File: src/rtl/instr_fetch.sv
// Instruction fetch: walks pc through instruction memory, hands each word
// to the instruction register with a one-cycle im_r strobe, stops on HALT_OP.
//
// Ports:
//   clock, reset          clock and asynchronous active-high reset
//   start                 leave IDLE and begin fetching at pc
//   stall                 hold the captured word undelivered
//   pc_load, pc_in        redirect pc (highest priority)
//   im_ack, im_data       memory response for im_addr
//   im_req, im_addr       memory read request, im_addr tracks pc
//   im_out, im_r          captured word and its load strobe
//   pc, busy, halted      status
module instr_fetch #(
  parameter int          ADDR_W  = 16,
  parameter int          DATA_W  = 32,
  parameter logic [3:0]  HALT_OP = 4'hF
) (
  input  logic              clock,
  input  logic              reset,
  input  logic              start,
  input  logic              stall,
  input  logic              pc_load,
  input  logic [ADDR_W-1:0] pc_in,
  input  logic              im_ack,
  input  logic [DATA_W-1:0] im_data,
  output logic              im_req,
  output logic [ADDR_W-1:0] im_addr,
  output logic [DATA_W-1:0] im_out,
  output logic              im_r,
  output logic [ADDR_W-1:0] pc,
  output logic              busy,
  output logic              halted
);

  typedef enum logic [1:0] {
    IDLE    = 2'd0,
    FETCH   = 2'd1,
    DELIVER = 2'd2,
    HALTED  = 2'd3
  } state_t;

  state_t              state_q, state_d;
  logic [ADDR_W-1:0]   pc_q, pc_d;
  logic [DATA_W-1:0]   im_out_q, im_out_d;
  logic                im_req_q, im_req_d;
  logic                busy_q, busy_d;
  logic                halted_q, halted_d;
  logic                deliver;
  logic                is_halt;

  assign is_halt = (im_out_q[DATA_W-1 -: 4] == HALT_OP);

  // Strobe only in a DELIVER cycle that is neither stalled nor redirected.
  assign deliver = (state_q == DELIVER) && !stall && !pc_load;

  always_comb begin
    state_d  = state_q;
    pc_d     = pc_q;
    im_out_d = im_out_q;
    if (pc_load) begin
      pc_d = pc_in;
      unique case (state_q)
        IDLE:    state_d = IDLE;
        HALTED:  state_d = IDLE;
        default: state_d = FETCH;
      endcase
    end else begin
      unique case (state_q)
        IDLE: begin
          if (start) state_d = FETCH;
        end
        FETCH: begin
          if (im_ack) begin
            im_out_d = im_data;
            state_d  = DELIVER;
          end
        end
        DELIVER: begin
          if (!stall) begin
            pc_d    = pc_q + ADDR_W'(1);
            state_d = is_halt ? HALTED : FETCH;
          end
        end
        HALTED: state_d = HALTED;
        default: state_d = IDLE;
      endcase
    end
  end

  // Status outputs are registered from the next state.
  always_comb begin
    im_req_d = (state_d == FETCH);
    busy_d   = (state_d == FETCH) || (state_d == DELIVER);
    halted_d = (state_d == HALTED);
  end

  always_ff @(posedge clock or posedge reset) begin
    if (reset) begin
      state_q  <= IDLE;
      pc_q     <= '0;
      im_out_q <= '0;
      im_req_q <= 1'b0;
      busy_q   <= 1'b0;
      halted_q <= 1'b0;
    end else begin
      state_q  <= state_d;
      pc_q     <= pc_d;
      im_out_q <= im_out_d;
      im_req_q <= im_req_d;
      busy_q   <= busy_d;
      halted_q <= halted_d;
    end
  end

  assign im_req  = im_req_q;
  assign im_addr = pc_q;
  assign im_out  = im_out_q;
  assign im_r    = deliver;
  assign pc      = pc_q;
  assign busy    = busy_q;
  assign halted  = halted_q;

endmodule

File: config.mk
export PLATFORM = sky130hd
export DESIGN_NAME = instr_fetch
export DESIGN_NICKNAME = d
export VERILOG_FILES = /design/src/rtl/instr_fetch.sv
export SDC_FILE = /design/constraint.sdc
export NUM_CORES = 1
export LEC_CHECK = 0
export CAP_MARGIN = 10
export CORE_ASPECT_RATIO = 2
export CORE_MARGIN = 2
export CORE_UTILIZATION = 40
export CTS_CLUSTER_DIAMETER = 200
export DETAILED_ROUTE_END_ITERATION = 6
export GPL_TIMING_DRIVEN = 0
export HOLD_SLACK_MARGIN = 0.15
export PLACE_DENSITY = 0.9
export SYNTH_ARGS = -nofsm -noshare
export SYNTH_HDL_FRONTEND = slang
export SYNTH_SLANG_ARGS = --single-unit
File: constraint.sdc
create_clock -name clock -period 3.8 [get_ports clock]
set_clock_uncertainty 0.05 [all_clocks]
set_input_delay 0.57 -clock clock [delete_from_list [all_inputs] [get_ports clock]]
set_output_delay 0.57 -clock clock [all_outputs]
set_load 0.1 [all_outputs]
==> key figures <==
CTS
  • Post-CTS setup buffers: 0
  • Root Driver: clkbuf_16
  • CTS Buf Count: 5
  • Hold_buf cts: 0
  • # H-tree levels: 2
  • Clk_lat worst skew: approximately 0.29 ns
  • Sink Count: 53
  • Clock-pin transition on the worst setup and hold timing paths: approximately 0.070 ns
  • Post-cts resize count: 0
  • CTS tree: yes
  • Clock tree buffer depth: 2

Route
  • Via/cell ratio: a little under 5
  • DRC Markers: 0
  • TritonRoute pass-1 iters: 4
  • Via count: roughly 2100
  • Post-Route WL: around 6.4 mm
  • DR WL/cell: around 15 um
  • Antenna viol nets, final: 0
  • Drt initial violations: 112

Yosys
  • Seq/Total Area, Yosys: 0.520
  • Post-synth top area share: 0.520
  • Synth area leader: dfrtp_1
  • Yosys reg bits: between 50 and 60
  • Avg Inst Size Synth: 11.8 um^2
  • Dominant register cell in the synthesized netlist: dfrtp_1
  • Syn Nets: between 200 and 300
  • Mapped Cells: around 220
  • Synth top area cells: dfrtp_1, mux2_2, buf_4
  • Post-synthesis cell area: about 2500 um^2
  • EDFF count, synth: 0
  • Warnings from Yosys: 0
  • Netlist cell types: 34
  • Post-synth ARST share: 1.00

Place
  • Post-DP Area: between 3000 and 4000 um^2
  • Hpwl dp: around 5.1 mm
  • # port buffers: about 120
  • GP Congestion: 0.794
  • Inst Count DP: 425

Finish
  • Layout cells sized above 1: 0.190
  • Post-Layout Cell Count: between 400 and 500
  • Number of antenna diodes: 0
  • Area delta synth->final: 58.3%
  • Design Area, Final: 4040 um^2
  • Finished Core Util: 0.645
  • Final #Nets: ~410

Worst setup path
  • CP Cell Sequence: inv_1 > ha_1 > nor2b_1 > clkbuf_1 > nor2b_1 > clkdlybuf4s50_1
  • Worst setup EP type: primary output
  • Crit path kind: reg2out
  • Critical path data required time: 3.18 ns
  • CP Max Fanout: 6
  • CP max-delay cell: clkdlybuf4s50_1
  • Startpoint types: register
  • Arr. time, crit path: ~2.8 ns
  • Critical Path Max Stage Delay: 1.13 ns
  • CP dominant cell by count: nor2b_1

STA
  • Worst Max-Slew Pin Slew: 1.00 ns
  • Fmax: 294 MHz
  • Final Hold Viols: 0
  • Setup_tns: 0 ns
  • Fin. max-slew vios: 0
  • Slew HR: 0.329
  • Fin crit share: 0.896
  • # setup viols final: 0
  • Tmin final: approximately 3.4 ns
  • RSZ-0062 raised after global routing: no

Floorplanning
  • Die area: a little over 7000 um^2
  • Core area: about 6300 um^2
  • Starting Density: 0.407
  • Chip width: 60.5 um
  • # IOs: 122
  • Die span in y: around 120 um
  • Site Rows: 41

Global routing
  • Gr usage total: 0.189
  • First-pass GRT wire length: 10.1 mm
  • Congestion Overflow GR: 0
  • Initial antenna violation count: 0
  • Largest net degree at the start of global routing: 33
  • Vias in the first global route: approximately 2200

Min path
  • Hold Path Class: reg2reg

Run
  • Max-Cap Viols: 0

Run status
  • Status: finished, final reports clean
-- cells in the final DEF, fill, tap and decap left out, drive strengths merged, types with 2 or more instances in the layout --
cell	count
nor3	7
clkinvlp	3
a21oi	2
mux2	32
a22oi	3
clkbuf	9
mux2i	4
nor3b	3
nand3	4
dfrtp	53
ha	7
nand4	5
nor4	3
nand3b	2
nor2b	6
o21ai	14
nand2	21
a211oi	2
clkdlybuf4s50	121
xnor2	8
nor2	2
xor2	3
inv	6
buf	21
-- per-stage QoR --
stage               setup WS [ns]  hold WS [ns]
floorplan                   0.739         0.584
global placement            0.437         0.437
detailed placement          0.438         0.442
CTS                         0.374         0.459
global route                0.245         0.478
finish                      0.394         0.457
-- sequential cells by signal (all words and copies together), names as in the netlist --
register,flops
halted,1
im_out,32
state_q,2
im_addr,16
im_req,1
busy,1
-- critical path, delay by kind of cell (launching register included) --
family,cells,cell delay (ns)
buffers and inverters,3,1.50
flip-flops,1,0.43
AND/OR/NAND/NOR,2,0.32
adder cells (fa/ha/maj),1,0.25
-- final cells by class --
| type | count | area (um^2) |
|---|---|---|
| fill | 495 | 2220 |
| sequential | 53 | 1330 |
| timing repair buffer | 122 | 1230 |
| multi-input combinational | 134 | 1050 |
| buffer | 24 | 154 |
| clock buffer | 5 | 125 |
| tap | 86 | 108 |
| clock inverter | 3 | 22.5 |
| inverter | 6 | 22.5 |
-- worst paths after layout --
path / cells past startpoint / start / to / slack (ns)
hold / removal: 1 / im_out[19] / im_out[19] / 0.46
setup / recovery: 6 / state_q[0] / im_r / 0.39
hold reg to reg: 1 / im_out[19] / im_out[19] / 0.46
setup reg to reg: 9 / state_q[0] / busy / 1.60
min in group asynchronous: 2 / reset / im_out[2] / 0.57
max in group asynchronous: 3 / reset / im_addr[2] / 2.59
-- logic make-up after synthesis --
group | share of synthesized area
AND/OR/NAND/NOR | 0.127
flip-flops | 0.520
multiplexers | 0.157
buffers and inverters | 0.0692
AO/OA/AOI/OAI | 0.0550
XOR/XNOR | 0.0378
adder cells (fa/ha/maj) | 0.0343
-- metal layers --
layer	part of all wire	routed length [um]	vias to the layer above	GRT usage
met5	0	0	-	0
li1	-	-	991	-
met1	0.33	2090	1019	0.180
met3	0.058	370	12	0.0440
met4	0.022	142	0	0.0754
met2	0.59	3760	85	0.367
-- cell usage after synthesis (2+ instances only) --
master / instances
o21ai_1: 2
buf_2: 3
xnor2_1: 8
nor2b_1: 6
mux2_2: 32
nor2_1: 2
buf_4: 16
nand2_1: 21
a21oi_1: 2
clkbuf_1: 4
nand3b_1: 2
a211oi_1: 2
nor3_1: 7
nor3b_1: 3
nand3_1: 3
o21ai_0: 12
inv_1: 6
ha_1: 7
dfrtp_1: 53
nand4_1: 5
a22oi_1: 3
mux2i_1: 4
xor2_1: 3
Power is left out: the tool's default activity adds up to more than one toggle a clock period on the data nets, which glitch-free logic cannot reach.
